`config.mk`:
```
export PLATFORM = sky130hd
export DESIGN_NAME = ascii_result_encoder_flat
export DESIGN_NICKNAME = d
export VERILOG_FILES = /design/src/rtl/calc_pkg.sv /design/src/rtl/ascii_result_encoder_if.sv /design/src/rtl/bin_to_bcd_seq.sv /design/src/rtl/ascii_result_encoder.sv /design/src/flat_wrapper.sv
export SDC_FILE = /design/constraint.sdc
export NUM_CORES = 1
export LEC_CHECK = 0
export ABC_AREA = 1
export ABC_CLOCK_PERIOD_IN_PS = 1400
export CAP_MARGIN = 10
export CORE_MARGIN = 3
export CORE_UTILIZATION = 34
export CTS_CLUSTER_DIAMETER = 100
export DETAILED_ROUTE_END_ITERATION = 12
export MAX_ROUTING_LAYER = met4
export PLACE_DENSITY = 0.59
export SLEW_MARGIN = 0
export SYNTH_ARGS = -nofsm -noshare
export SYNTH_HDL_FRONTEND = slang
export SYNTH_SLANG_ARGS = --single-unit
```
`constraint.sdc`:
```
create_clock -name clk -period 1.4 [get_ports clk]
set_input_delay 0.35 -clock clk [delete_from_list [all_inputs] [get_ports clk]]
set_output_delay 0.35 -clock clk [all_outputs]
set_load 0.02 [all_outputs]
```
`src/rtl/calc_pkg.sv`:
```
// Shared kind codes, ASCII byte constants and FSM states for the result encoder.
package calc_pkg;

   typedef enum logic [1:0] {
      KIND_NUM  = 2'd0,
      KIND_BOOL = 2'd1,
      KIND_ERR  = 2'd2,
      KIND_RSVD = 2'd3
   } kind_e;

   localparam logic [7:0] ASC_0     = 8'h30;
   localparam logic [7:0] ASC_MINUS = 8'h2D;
   localparam logic [7:0] ASC_CR    = 8'h0D;
   localparam logic [7:0] ASC_LF    = 8'h0A;
   localparam logic [7:0] ASC_Y     = 8'h59;
   localparam logic [7:0] ASC_N     = 8'h4E;
   localparam logic [7:0] ASC_E     = 8'h45;

   typedef enum logic [2:0] {
      S_IDLE,
      S_CONV,
      S_SKIP,
      S_EMIT,
      S_CR,
      S_LF
   } state_e;

   // Decimal digits needed for the largest w-bit unsigned value.
   function automatic int dec_digits(input int w);
      longint unsigned v;
      int n;
      v = (64'd1 << w) - 64'd1;
      n = 0;
      do begin
         v = v / 64'd10;
         n++;
      end while (v != 64'd0);
      return n;
   endfunction

endpackage

```
`src/rtl/ascii_result_encoder_if.sv`:
```
// Result handshake and UART TX byte handshake between core, encoder and UART.
interface ascii_result_encoder_if #(
   parameter int RES_W = 16
);

   logic             res_valid;
   logic             res_ready;
   logic [RES_W-1:0] res_data;
   logic [1:0]       res_kind;
   logic [7:0]       tx_data;
   logic             tx_valid;
   logic             tx_ready;

   modport master (
      output res_valid, res_data, res_kind, tx_ready,
      input  res_ready, tx_data, tx_valid
   );

   modport slave (
      input  res_valid, res_data, res_kind, tx_ready,
      output res_ready, tx_data, tx_valid
   );

endinterface

```
`src/rtl/bin_to_bcd_seq.sv`:
```
// Sequential double-dabble: one input bit per cycle, RES_W cycles after start.
module bin_to_bcd_seq #(
   parameter int RES_W  = 16,
   parameter int DIGITS = 5
) (
   input  logic                clk,
   input  logic                rst,
   input  logic                start,
   input  logic [RES_W-1:0]    bin,
   output logic                done,
   output logic [DIGITS*4-1:0] bcd
);

   localparam int CW = $clog2(RES_W + 1);

   logic [RES_W-1:0]    sh_q;
   logic [CW-1:0]       cnt_q;
   logic [DIGITS*4-1:0] adj;

   always_comb begin
      adj = bcd;
      for (int i = 0; i < DIGITS; i++) begin
         if (bcd[i*4 +: 4] > 4'd4)
            adj[i*4 +: 4] = bcd[i*4 +: 4] + 4'd3;
      end
   end

   // High during the final shift; bcd holds the result from the next cycle on.
   assign done = (cnt_q == CW'(1));

   always_ff @(posedge clk) begin
      if (rst) begin
         sh_q  <= '0;
         cnt_q <= '0;
         bcd   <= '0;
      end else if (start) begin
         sh_q  <= bin;
         cnt_q <= CW'(RES_W);
         bcd   <= '0;
      end else if (cnt_q != '0) begin
         bcd   <= {adj[DIGITS*4-2:0], sh_q[RES_W-1]};
         sh_q  <= {sh_q[RES_W-2:0], 1'b0};
         cnt_q <= cnt_q - CW'(1);
      end
   end

endmodule

```
`src/rtl/ascii_result_encoder.sv`:
```
// Result -> ASCII line encoder (digits / Y / N / E, then CR LF).
// Define ASCII_ENC_SIGNED_EN to treat NUM results as two's complement.
module ascii_result_encoder
   import calc_pkg::*;
#(
   parameter int RES_W  = 16,
   parameter int DIGITS = 5,
   parameter bit CRLF   = 1'b1
) (
   input logic                   clk,
   input logic                   rst,
   ascii_result_encoder_if.slave bus
);

   localparam int IW = (DIGITS > 1) ? $clog2(DIGITS) : 1;

   if (RES_W < 2 || RES_W > 32) begin : g_resw_chk
      $error("RES_W must be within 2..32");
   end
   if (DIGITS != dec_digits(RES_W)) begin : g_digits_chk
      $error("DIGITS does not match RES_W");
   end

   state_e              state_q;
   state_e              state_d;
   kind_e               kind_in;
   kind_e               kind_q;
   logic                bool_q;
   logic                neg_q;
   logic                neg_in;
   logic [IW-1:0]       dig_idx_q;
   logic [IW-1:0]       lead;
   logic [RES_W-1:0]    mag;
   logic [DIGITS*4-1:0] bcd;
   logic [3:0]          digit;
   logic                bcd_done;
   logic                accept;
   logic                xfer;
   logic                emit;
   logic                last_sym;

   assign kind_in = (bus.res_kind == KIND_RSVD) ? KIND_ERR
                                                 : kind_e'(bus.res_kind);

`ifdef ASCII_ENC_SIGNED_EN
   // Negating the most negative value yields 2^(RES_W-1) as unsigned.
   assign neg_in = bus.res_data[RES_W-1] & (kind_in == KIND_NUM);
   assign mag    = bus.res_data[RES_W-1] ? ('0 - bus.res_data)
                                         : bus.res_data;
`else
   assign neg_in = 1'b0;
   assign mag    = bus.res_data;
`endif

   assign bus.res_ready = (state_q == S_IDLE) & ~rst;
   assign bus.tx_valid  = (state_q == S_EMIT) |
                          (state_q == S_CR)   |
                          (state_q == S_LF);

   assign accept = bus.res_valid & bus.res_ready;
   assign xfer   = bus.tx_valid & bus.tx_ready;
   assign emit   = (state_q == S_EMIT);
   assign digit  = bcd[dig_idx_q*4 +: 4];

   assign last_sym = ~neg_q &
                     ((kind_q != KIND_NUM) | (dig_idx_q == '0));

   bin_to_bcd_seq #(
      .RES_W (RES_W),
      .DIGITS(DIGITS)
   ) u_bcd (
      .clk  (clk),
      .rst  (rst),
      .start(accept & (kind_in == KIND_NUM)),
      .bin  (mag),
      .done (bcd_done),
      .bcd  (bcd)
   );

   // Highest non-zero digit; all-zero leaves index 0 so a lone '0' is sent.
   always_comb begin
      lead = '0;
      for (int i = 1; i < DIGITS; i++) begin
         if (bcd[i*4 +: 4] != 4'd0)
            lead = IW'(i);
      end
   end

   always_ff @(posedge clk) begin
      if (rst)
         state_q <= S_IDLE;
      else
         state_q <= state_d;
   end

   always_comb begin
      state_d = state_q;
      unique case (state_q)
         S_IDLE:
            if (accept)
               state_d = (kind_in == KIND_NUM) ? S_CONV : S_EMIT;
         S_CONV:
            if (bcd_done)
               state_d = S_SKIP;
         S_SKIP:
            state_d = S_EMIT;
         S_EMIT:
            if (xfer && last_sym)
               state_d = CRLF ? S_CR : S_LF;
         S_CR:
            if (xfer)
               state_d = S_LF;
         S_LF:
            if (xfer)
               state_d = S_IDLE;
         default:
            state_d = S_IDLE;
      endcase
   end

   always_ff @(posedge clk) begin
      if (rst) begin
         kind_q    <= KIND_ERR;
         bool_q    <= 1'b0;
         neg_q     <= 1'b0;
         dig_idx_q <= '0;
      end else begin
         if (accept) begin
            kind_q    <= kind_in;
            bool_q    <= bus.res_data[0];
            neg_q     <= neg_in;
            dig_idx_q <= '0;
         end
         if (state_q == S_SKIP)
            dig_idx_q <= lead;
         if (emit && xfer) begin
            if (neg_q)
               neg_q <= 1'b0;
            else if (dig_idx_q != '0)
               dig_idx_q <= dig_idx_q - IW'(1);
         end
      end
   end

   always_comb begin
      bus.tx_data = 8'h00;
      unique case (1'b1)
         emit & neg_q:
            bus.tx_data = ASC_MINUS;
         emit & ~neg_q & (kind_q == KIND_NUM):
            bus.tx_data = ASC_0 + {4'h0, digit};
         emit & (kind_q == KIND_BOOL):
            bus.tx_data = bool_q ? ASC_Y : ASC_N;
         emit & (kind_q == KIND_ERR):
            bus.tx_data = ASC_E;
         state_q == S_CR:
            bus.tx_data = ASC_CR;
         state_q == S_LF:
            bus.tx_data = ASC_LF;
         default:
            bus.tx_data = 8'h00;
      endcase
   end

endmodule
```
`src/flat_wrapper.sv`:
```
// flat-port wrapper written by rule: the top's interface ports become plain ports
module ascii_result_encoder_flat import calc_pkg::*;
#(
   parameter int RES_W  = 16,
   parameter int DIGITS = 5,
   parameter bit CRLF   = 1'b1
)
  (clk, rst, bus_res_valid, bus_res_data, bus_res_kind, bus_tx_ready, bus_res_ready, bus_tx_data, bus_tx_valid);
  ascii_result_encoder_if #(.RES_W(RES_W)) bus_i ();
  input logic clk;
  input logic rst;
  input wire logic [$bits(bus_i.res_valid)-1:0] bus_res_valid;
  input wire logic [$bits(bus_i.res_data)-1:0] bus_res_data;
  input wire logic [$bits(bus_i.res_kind)-1:0] bus_res_kind;
  input wire logic [$bits(bus_i.tx_ready)-1:0] bus_tx_ready;
  output wire logic [$bits(bus_i.res_ready)-1:0] bus_res_ready;
  output wire logic [$bits(bus_i.tx_data)-1:0] bus_tx_data;
  output wire logic [$bits(bus_i.tx_valid)-1:0] bus_tx_valid;
  assign bus_i.res_valid = bus_res_valid;
  assign bus_i.res_data = bus_res_data;
  assign bus_i.res_kind = bus_res_kind;
  assign bus_i.tx_ready = bus_tx_ready;
  assign bus_res_ready = bus_i.res_ready;
  assign bus_tx_data = bus_i.tx_data;
  assign bus_tx_valid = bus_i.tx_valid;
  ascii_result_encoder #(.RES_W(RES_W), .DIGITS(DIGITS), .CRLF(CRLF)) u_core (.clk(clk), .rst(rst), .bus(bus_i));
endmodule
```
==> flow_metrics.tcl, run 1 <==
set metrics [dict create \
    cap_violations 0 \
    ys_ff_latch 51 \
    slew_violations 0 \
    synth.distinct_cells 32 \
    ys_warn_count 0 \
    required_ns 1.05 \
    final_net_count 643 \
    max_freq_mhz 517 \
    ir_drop_v 0.000800 \
    area_growth_syn_to_layout_pct 52.5 \
    vias 3415 \
    place.gp.congestion 0.841 \
    hold_path.class "reg -> reg" \
    seq_area_frac_synth_pct 32.7 \
    core_area_mm2 0.00881 \
    layout_common_cells "108 x nand2_1, 85 x buf_4, 69 x inv_1" \
    place_hpwl_um 6080 \
    finalCritPeriodShare_pct 138 \
    synthesis.nets 521 \
    setup_viol 57 \
    run_status "finished with violations" \
    setup_ws_ns -0.533 \
    cts.path.max_buffers 2 \
    arrival_ns 1.58 \
    drive_gt1_share_pct 30.4 \
    grt_antenna_before_repair 0 \
    antenna_left 0 \
    final_common_cell "nand2_1" \
    wire_per_inst_um 12.1 \
    leakage_nw 2.14 \
    grt_first_pass_wirelength_um 14400 \
    num_rows 34 \
    period_minus_slack_ns 1.93 \
    dp_cells 696 \
    drcViolationCount 0 \
    grt-ovfl-total 0 \
    crit_type "reg -> out" \
    synth_cells 489 \
    grt_max_degree 23 \
    boundaryPins 32 \
    avgSynthCellArea_um2 6.39 \
    cts_tree "yes" \
    vias_per_cell 4.74 \
    path_clk_slew_ns 0.10 \
    portBuffers 30 \
    violations "negative setup slack" \
    htree_num_levels 2 \
    netlist_area_mm2 0.00313 \
    detail_route.iter0.violations 120 \
    routed_wl_um 8700 \
    hold_viol_final 0 \
    diodes 0 \
    die_h_um 102 \
    root_buffer "clkbuf_8" \
    grt_pass1_vias 3297 \
    layoutNonFillerInstCount 720 \
    cp_max_fo 5 \
    die_w_um 102 \
    worstSetupEndpointType "output pin" \
    dr.pass1.iters 5 \
    die_area_mm2 0.0104 \
    initial_utilization_pct 35.5 \
    skew_ns 0.00788 \
    grt_use_total_pct 17.4 \
    clk_latency_ns 0.31 \
    power.density_mw_per_mm2 1490 \
    critPathLaunchType "flop" \
    grt_setup_unrepaired "true" \
    cts_sinks 51 \
    holdWs_ns 0.463 \
    numCtsBuffers 5 \
]
-- per-layer routing --
| metal | vias up | global-route usage, % | part of all wire (%) |
|---|---|---|---|
| met4 | 0 | 4.04 | 1.5 |
| met1 | 1544 | 22.0 | 46 |
| li1 | 1812 | - | - |
| met5 | - | - | 0 |
| met3 | 9 | 1.91 | 2.4 |
| met2 | 50 | 29.9 | 50 |
-- kinds of logic (layout without fill, tap and decap cells) --
logic type                 count (synthesis)  count (layout)  share of synthesized area (%)
and+or+nand+nor                          212             212                           30.1
AOI/OAI and AO/OA                        114             114                           19.7
buffers and inverters                     99             222                           12.9
DFF                                       51              51                           32.7
adders and majority gates                 10              10                           4.00
xor gates and xnor gates                   2               2                          0.560
other                                      1               1                          0.120
-- cell type report --
type / instances / area (um^2)
clock buffer: 6 / 72.6
clock inverter: 2 / 12.5
fill: 840 / 4040
inverter: 80 / 320
multi-input combinational: 339 / 1890
sequential: 51 / 1040
tap: 108 / 135
timing repair buffer: 134 / 1300
-- Yosys cell counts, drive strengths merged --
library cell	count	area (um^2)
or2	3	18.8
nand4	5	46.3
nand3	27	148
o21bai	1	7.51
nor3	12	65.1
conb	1	3.75
a31oi	2	12.5
nand2	118	443
a21oi	52	260
o31ai	4	30.0
buf	15	87.6
xor2	1	8.76
clkbuf	4	15.0
nor3b	1	7.51
ha	10	125
nor4	1	21.3
o21ai	44	224
dfxtp	51	1020
a211oi	2	15.0
nor2	45	191
xnor2	1	8.76
o211ai	8	60.1
inv	80	300
o22ai	1	6.26
-- worst max-delay path: stages (launching register included) --
cell,delay (ns)
dfxtp_2,0.35
inv_4,0.06
nand3_4,0.07
nor4_4,0.35
o21ai_1,0.13
o21ai_2,0.17
buf_6,0.14
-- sequential cells by signal, indices dropped and copies added, names as in the netlist --
signal,cells
u_core.u_bcd.bcd,20
u_core.u_bcd.sh_q,16
u_core.u_bcd.cnt_q,5
u_core.dig_idx_q,3
u_core.state_q,3
u_core.kind_q,2
u_core.bool_q,1
u_core.neg_q,1
-- final timing paths --
| path | start | slack (ns) | end | cells past startpoint |
|---|---|---|---|---|
| setup reg to reg | u_core.state_q[0] | -0.27 | u_core.u_bcd.bcd[11] | 9 |
| hold reg to reg | u_core.u_bcd.sh_q[15] | 0.46 | u_core.u_bcd.bcd[0] | 2 |
| setup / recovery | u_core.state_q[2] | -0.53 | bus_tx_data[3] | 6 |
| hold / removal | u_core.u_bcd.sh_q[15] | 0.46 | u_core.u_bcd.bcd[0] | 2 |
-- where the power goes --
group	leakage (nW)	switching [mW]	internal, mW	total [mW]
clock network	0.0412	0.508	0.351	0.859
registers	0.418	0.172	1.74	1.91
logic	1.68	2.31	2.05	4.36
total	2.14	2.99	4.13	7.12
-- per-stage QoR --
stage	total power, mW	util [%]	setup TNS (ns)	setup slack (ns)	area [um^2]
after global routing	7.67	54.1	-17.45	-0.665	4770
after floorplan	4.09	-	-0.333	-0.0889	3170
final	7.12	54.1	-12.76	-0.533	4770
after detailed placement	5.66	47.6	-23.35	-0.616	4190
after CTS	6.77	51.7	-12.02	-0.558	4550
after global placement	5.60	47.6	-23.00	-0.615	4190
-- timing repair --
| action | CTS | global route |
|---|---|---|
| endpoints found under the hold margin | 0 | 0 |
| cloned | 4 | 0 |
| resized for setup | 87 | 46 |
| hold buffers | 0 | 0 |
| setup buffers | 7 | 5 |
| pin swaps | 15 | 24 |
| endpoints found under the setup margin | 56 | 59 |
No activity file was read; power rests on OpenSTA's default activity.
==> run 2: changes to the inputs <==
--- a/config.mk
+++ b/config.mk
@@ -10,7 +10,6 @@
 export CAP_MARGIN = 10
 export CORE_MARGIN = 3
 export CORE_UTILIZATION = 34
-export CTS_CLUSTER_DIAMETER = 100
 export DETAILED_ROUTE_END_ITERATION = 12
 export MAX_ROUTING_LAYER = met4
 export PLACE_DENSITY = 0.59
==> results of run 2 <==
The final DEF is identical to that of run 1; final timing and power are the same.
==> run 3: changes to the inputs <==
--- a/config.mk
+++ b/config.mk
@@ -12,7 +12,8 @@
 export CORE_UTILIZATION = 34
 export DETAILED_ROUTE_END_ITERATION = 12
 export MAX_ROUTING_LAYER = met4
-export PLACE_DENSITY = 0.59
+export PLACE_DENSITY = 0.64
+export SETUP_SLACK_MARGIN = 0.02
 export SLEW_MARGIN = 0
 export SYNTH_ARGS = -nofsm -noshare
 export SYNTH_HDL_FRONTEND = slang
==> flow_metrics.tcl, run 3 (synthesis gave the netlist of run 1 again) <==
set metrics [dict create \
    htree_num_levels 2 \
    clk_latency_ns 0.30 \
    grt_max_degree 25 \
    area_growth_syn_to_layout_pct 68.5 \
    setup_ws_ns -0.522 \
    required_ns 1.05 \
    cap_violations 0 \
    routed_wl_um 10100 \
    initial_utilization_pct 35.5 \
    final_common_cell "nand2_1" \
    antenna_left 0 \
    layout_common_cells "89 x nand2_1, 79 x buf_4, 71 x inv_1" \
    dr.pass1.iters 4 \
    cts_hold_buf 0 \
    grt_use_total_pct 18.6 \
    cts.path.max_buffers 2 \
    power_mw 8.10 \
    power.density_mw_per_mm2 1540 \
    arrival_ns 1.57 \
    ir_drop_v 0.000740 \
    critPathLaunchType "flop" \
    portBuffers 30 \
    drive_gt1_share_pct 42.1 \
    vias 3645 \
    hold_end "u_core.u_bcd.sh_q[5]" \
    layoutNonFillerInstCount 731 \
    leakage_nw 2.35 \
    place.gp.congestion 0.893 \
    worstSetupEndpointType "output pin" \
    num_rows 34 \
    wire_per_inst_um 13.8 \
    grt_first_pass_wirelength_um 15300 \
    hold_start "u_core.u_bcd.sh_q[5]" \
    reg2reg_from "u_core.state_q[0]" \
    period_minus_slack_ns 1.92 \
    crit_type "reg -> out" \
    skew_ns 0.00762 \
    max_freq_mhz 520 \
    numCtsBuffers 5 \
    drcViolationCount 0 \
    setup_viol 60 \
    grt-ovfl-total 0 \
    holdWs_ns 0.473 \
    detail_route.iter0.violations 230 \
    vias_per_cell 4.99 \
    nFillCells 708 \
    r2r_cells 13 \
    largest_reg_flops 20 \
    boundaryPins 32 \
    dp_cells 687 \
    hold_viol_final 0 \
    root_buffer "clkbuf_8" \
    grt_pass1_vias 3485 \
    reg2reg_to "u_core.u_bcd.sh_q[1]" \
    regMostFlops "u_core.u_bcd.bcd" \
    path_clk_slew_ns 0.09 \
    diodes 0 \
    slew_violations 0 \
    finalInstanceArea_mm2 0.00527 \
    die_w_um 102 \
    die_area_mm2 0.0104 \
    place_hpwl_um 6060 \
    final_net_count 655 \
    rrSetupSlack_ns -0.50 \
    die_h_um 102 \
    largestRegisters "u_core.u_bcd.bcd x20, u_core.u_bcd.sh_q x16, u_core.u_bcd.cnt_q x5" \
    cts_tree "yes" \
    core_area_mm2 0.00881 \
    whs_path_depth 2 \
    cts_sinks 51 \
    hold_path.class "reg -> reg" \
    grt_antenna_before_repair 0 \
    violations "negative setup slack" \
    run_status "finished with violations" \
    dpl_cell_area_mm2 0.00412 \
    cp_max_fo 3 \
    grt_setup_unrepaired "true" \
    finalCritPeriodShare_pct 137 \
]
[run 3: cell types whose count changed in the layout (fill, tap and decap cells not counted), moves of 6 or more]
cell	before	now
a21oi_1	49	21
a21oi_2	3	31
buf_4	85	79
buf_6	17	30
nand2_1	108	89
nand2_2	8	16
nand2_4	2	13
o21ai_1	19	9
o21ai_2	1	10
[run 3: power breakdown]
group          internal, mW  total (mW)  switching (mW)  leakage [nW]
sequential             1.73        1.95           0.212         0.418
combinational          2.39        5.14            2.75          1.88
clock                 0.525        1.02           0.491        0.0513
[run 3: per-layer routing]
metal  wire (um)  GRT usage [%]  share of wire, %  vias up
li1            -              -                 -     1844
met1        4550           23.0                45     1697
met2        4900           31.1                49       79
met3         310           2.05               3.1       25
met4         327           7.16               3.2        0
met5           0              -                 0        -
[run 3: how the worst max path moves through the flow]
stage               cells after the start         startpoint              to
floorplan                               5  u_core.state_q[1]  bus_tx_data[3]
global placement                        6  u_core.state_q[2]  bus_tx_data[1]
detailed placement                      4   u_core.kind_q[1]  bus_tx_data[1]
CTS                                     7  u_core.state_q[2]  bus_tx_data[1]
global route                            8  u_core.state_q[2]  bus_tx_data[1]
finish                                  8  u_core.state_q[2]  bus_tx_data[3]
[run 3: what timing repair did]
action / CTS / global route
cloned: 4 / 3
gates resized for setup: 146 / 87
buffers inserted: 19 / 15
setup endpoints to repair: 58 / 60
pin swaps: 24 / 31
[run 3: critical path, stage by stage, from the launching register on]
cell,delay [ns]
dfxtp_2,0.38
inv_4,0.05
buf_4,0.14
nand4_1,0.14
buf_4,0.16
nand2_1,0.06
nor2_2,0.13
o21ai_2,0.08
buf_6,0.13
[run 3: through the flow]
| stage | utilization, % | setup TNS [ns] | setup WS, ns |
|---|---|---|---|
| 3_3_place_gp | 46.8 | -23.51 | -0.592 |
| 3_5_place_dp | 46.8 | -25.29 | -0.645 |
| 4_1_cts | 54.2 | -16.67 | -0.547 |
| 5_1_grt | 59.8 | -28.75 | -0.591 |
| 6_report | 59.8 | -25.08 | -0.522 |
| 2_1_floorplan | - | -0.333 | -0.0889 |
[run 3: cell type report]
| cell class | instances | area [um^2] | area share (%) |
|---|---|---|---|
| multi-input combinational | 339 | 2200 | 41.7 |
| clock buffer | 6 | 72.6 | 1.38 |
| tap | 108 | 135 | 2.56 |
| clock inverter | 1 | 30.0 | 0.570 |
| timing repair buffer | 146 | 1470 | 27.9 |
| inverter | 80 | 325 | 6.17 |
| sequential | 51 | 1040 | 19.7 |
==> RTL change 1 (flow settings as in run 3) <==
`CRLF` is set to 1'b1 in 2 places; all go to 1'b0.
--- a/src/rtl/ascii_result_encoder.sv
+++ b/src/rtl/ascii_result_encoder.sv
@@ -7,3 +7,3 @@
    parameter int DIGITS = 5,
-   parameter bit CRLF   = 1'b1
+   parameter bit CRLF   = 1'b0
 ) (
--- a/src/flat_wrapper.sv
+++ b/src/flat_wrapper.sv
@@ -5,3 +5,3 @@
    parameter int DIGITS = 5,
-   parameter bit CRLF   = 1'b1
+   parameter bit CRLF   = 1'b0
 )
Formal check against the unedited RTL: not equivalent (a bounded check fails within 4 cycles, from zero or initial values and one cycle with rst high).
==> RTL change 1 against run 3 <==
- the run still ends with setup timing left
- design area is 1.7% lower
- critical path depth stayed put
- hold slack better by 0.0079 ns
- largest cell class unchanged
- area after synthesis is 1.1% higher
- power is 14% higher
- critical path type unchanged
- first-iteration DRC count is 1.3% lower
- wire length is 5.6% higher
- sequential cell count stayed put
- non-clock buffer count is 16 lower
- setup slack better by 0.055 ns
- die area is 1.0% higher
- combinational power is 21% higher
- final cell count is 1.4% higher
==> RTL change 1: results <==
group,metric,value,unit
synthesis,yosysSeqAreaShare,32.30,%
outcome,status,"complete, but fails checks",
timing,setup_ws,-0.4670,ns
worst_setup_path,critPathTopFamily,"flip-flops",
place,dp_hpwl,6226,microns
synthesis,yosysUniqueCellTypes,38,
place,gp_congestion,0.8674,
worst_setup_path,path_max_fanout,5,
detailed_routing,vias_per_cell,5.049,
timing,clock-skew-final,0.01643,ns
pwr,p_leak,0.002281,uW
grt,grt.total_usage,18.75,%
min_path,min_from,"u_core.u_bcd.sh_q[0]",
worst_setup_path,crit_slowest_cell,"dfxtp_4",
grt,grt_max_degree,27,
timing,fin_setup_tns,-14.53,ns
detailed_routing,wl_per_cell,14.36,microns
detailed_routing,drt_iter0_drc,227,
grt,grt_use_met3,2.116,%
place,pre_cts_slack,-0.6634,ns
finish,fillCellCount,745,
timing,setup-violations-final,59,
worst_setup_path,critical_path_arrival,1.52,ns
grt,gr-usage-met1,23.62,%
synthesis,syn_inst,510,
grt,first_global_vias,3379,
outcome,violations,"setup timing",
finish,fin_cells,741,
finish,drive_gt1_share,39.49,%
synthesis,synth_top_cells_by_count,"nand2_1, nor2_1, inv_1",
[RTL change 1: changes by cell type after synthesis, moves of 5 or more]
| cell | run 3 | this run |
|---|---|---|
| nor2_1 | 42 | 102 |
| o21ai_1 | 15 | 0 |
| nand2_1 | 118 | 125 |
| inv_1 | 77 | 69 |
| a21oi_1 | 52 | 36 |
| o211ai_1 | 8 | 3 |
| buf_2 | 10 | 5 |
[RTL change 1: layout make-up]
| cell class | instances | area [sq um] | share of cell area, % |
|---|---|---|---|
| Multi-Input combinational cell | 373 | 2310 | 44.59 |
| Timing Repair Buffer | 130 | 1310 | 25.29 |
| Sequential cell | 51 | 1045 | 20.17 |
| Inverter | 72 | 292.8 | 5.652 |
| Tap cell | 108 | 135.1 | 2.609 |
| Clock buffer | 6 | 82.58 | 1.594 |
| Clock inverter | 1 | 5.005 | 0.09662 |
[RTL change 1: kinds of logic (layout without fill, tap and decap cells)]
kind of cell / after synthesis / after routing / share of synthesized area [%]
AOI/OAI and AO/OA: 82 / 82 / 14.57
xor gates and xnor gates: 3 / 3 / 0.8315
adders and majority gates: 10 / 10 / 3.959
buffers and inverters: 89 / 209 / 11.96
DFF: 51 / 51 / 32.30
other: 1 / 1 / 0.1187
and+or+nand+nor: 274 / 277 / 36.26
[RTL change 1: final timing paths]
check,to,slack (ns),cells past startpoint
setup reg to reg,u_core.u_bcd.cnt_q[3],-0.29,10
setup / recovery,bus_tx_data[2],-0.47,8
hold / removal,u_core.u_bcd.sh_q[0],0.48,2
hold reg to reg,u_core.u_bcd.sh_q[0],0.48,2
[RTL change 1: repair_timing]
| action | in CTS | in global routing |
|---|---|---|
| setup endpoints to repair | 59 | 59 |
| gates resized for setup | 133 | 113 |
| buffers inserted | 7 | 6 |
| gates cloned | 6 | 1 |
| hold endpoints to repair | 0 | 0 |
| pin swaps | 26 | 51 |
[RTL change 1: worst register-to-register path, cell delays in order, from the launching register on]
cell,delay (ns)
dfxtp_4,0.39
inv_1,0.11
buf_4,0.17
nand3_2,0.12
buf_6,0.14
nor2_4,0.10
nand2_4,0.10
buf_12,0.14
nand2_8,0.10
buf_12,0.16
a211oi_2,0.04
[RTL change 1: power breakdown]
part           leakage (uW)  internal (uW)  switching, uW  total [uW]
Clock             0.0000470            390            520         911
Sequential         0.000420           1810            303        2120
Combinational       0.00181           2860           3340        6200
Total               0.00228           5060           4160        9230
[RTL change 1: routing by layer]
layer / wire (microns) / vias up
met1: 4447 / 1764
met5: 0 / -
met3: 378 / 28
met2: 5565 / 102
li1: - / 1847
met4: 249 / 0
==> RTL change 2 (settings of run 3) <==
Without the edit above. The 6 states of `state_e` get a one-hot encoding in 6 bits.
--- a/src/rtl/calc_pkg.sv
+++ b/src/rtl/calc_pkg.sv
@@ -18,9 +18,9 @@
 
-   typedef enum logic [2:0] {
-      S_IDLE,
-      S_CONV,
-      S_SKIP,
-      S_EMIT,
-      S_CR,
-      S_LF
+   typedef enum logic [5:0] {
+      S_IDLE = 6'b000001,
+      S_CONV = 6'b000010,
+      S_SKIP = 6'b000100,
+      S_EMIT = 6'b001000,
+      S_CR   = 6'b010000,
+      S_LF   = 6'b100000
    } state_e;
Formal check against the unedited RTL: no difference found for any inputs over 10 cycles, from zero or initial values and one cycle with rst high; not proved beyond that.
==> RTL change 2 against run 3 <==
- the run still ends with setup timing left
- clock skew increased by 0.0049 ns
- utilization down 3.6 points
- design area is 1.4% higher
- maximum frequency fell by 1.5%
- hold slack hardly changed
- synthesized cell count up 11%
- wire length grew 2.6%
- sequential cell count grew 3
- setup slack got worse by 0.029 ns
- power is essentially flat
- register-to-register slack better by 0.12 ns
- first-iteration DRC count shrank 46%
- critical path depth down 1
- area after synthesis grew 9.0%
==> RTL change 2: results <==
group,metric,value,unit
synthesis,syn_nets,574,
worst_setup_path,path_max_fanout,10,
worst_setup_path,critPathTopFamily,"compound AO/OA/AOI/OAI gates",
finish,buffers,129,
pwr,p_leak,0.002412,uW
pwr,p_comb_share,61.3,%
finish,drive_gt1_share,37.56,%
finish,seqCellArea,1096,sq um
clocking,post-cts-setup-buffers,12,
grt,grt_pass1_wl,16790,microns
outcome,status,"complete, but fails checks",
finish,num-nets-final,695,
detailed_routing,vias,3842,
worst_setup_path,r2r_start,"u_core.state_q[2]",
grt,grt_use_met2,33.39,%
finish,fillCellCount,869,
clocking,cts_resized,138,
min_path,min_from,"u_core.u_bcd.sh_q[15]",
clocking,clock_latency,0.32,ns
pwr,p_sw_share,43.01,%
worst_setup_path,cp-endpoint,"bus_tx_data[0]",
outcome,violations,"setup timing",
timing,setup-violations-final,63,
timing,setup_ws,-0.5507,ns
detailed_routing,met1_length,4389,microns
pwr,vdd_drop_max,0.9843,mV
place,dpl_cell_area,4442,sq um
synthesis,yosysUniqueCellTypes,37,
-- RTL change 2: cell families (layout without fill, tap and decap cells) --
| family | count (synthesis) | count (layout) | synth area share [%] |
|---|---|---|---|
| DFF | 54 | 54 | 31.71 |
| buffers and inverters | 110 | 227 | 13.47 |
| other | 1 | 1 | 0.1100 |
| xor gates and xnor gates | 5 | 5 | 1.284 |
| and+or+nand+nor | 292 | 296 | 38.28 |
| AOI/OAI and AO/OA | 70 | 70 | 11.49 |
| adders and majority gates | 10 | 10 | 3.670 |
-- RTL change 2: stage by stage --
step | setup WS, ns | utilization [%] | hold WS [ns] | total power, uW
after floorplan | -0.1794 | - | 0.4373 | 4545
after global placement | -0.5964 | 46.74 | 0.4478 | 5947
after detailed placement | -0.6789 | 46.74 | 0.4553 | 6059
after CTS | -0.5384 | 53.47 | 0.4691 | 7764
after global routing | -0.6629 | 56.22 | 0.4942 | 8725
final | -0.5507 | 56.22 | 0.4731 | 8095
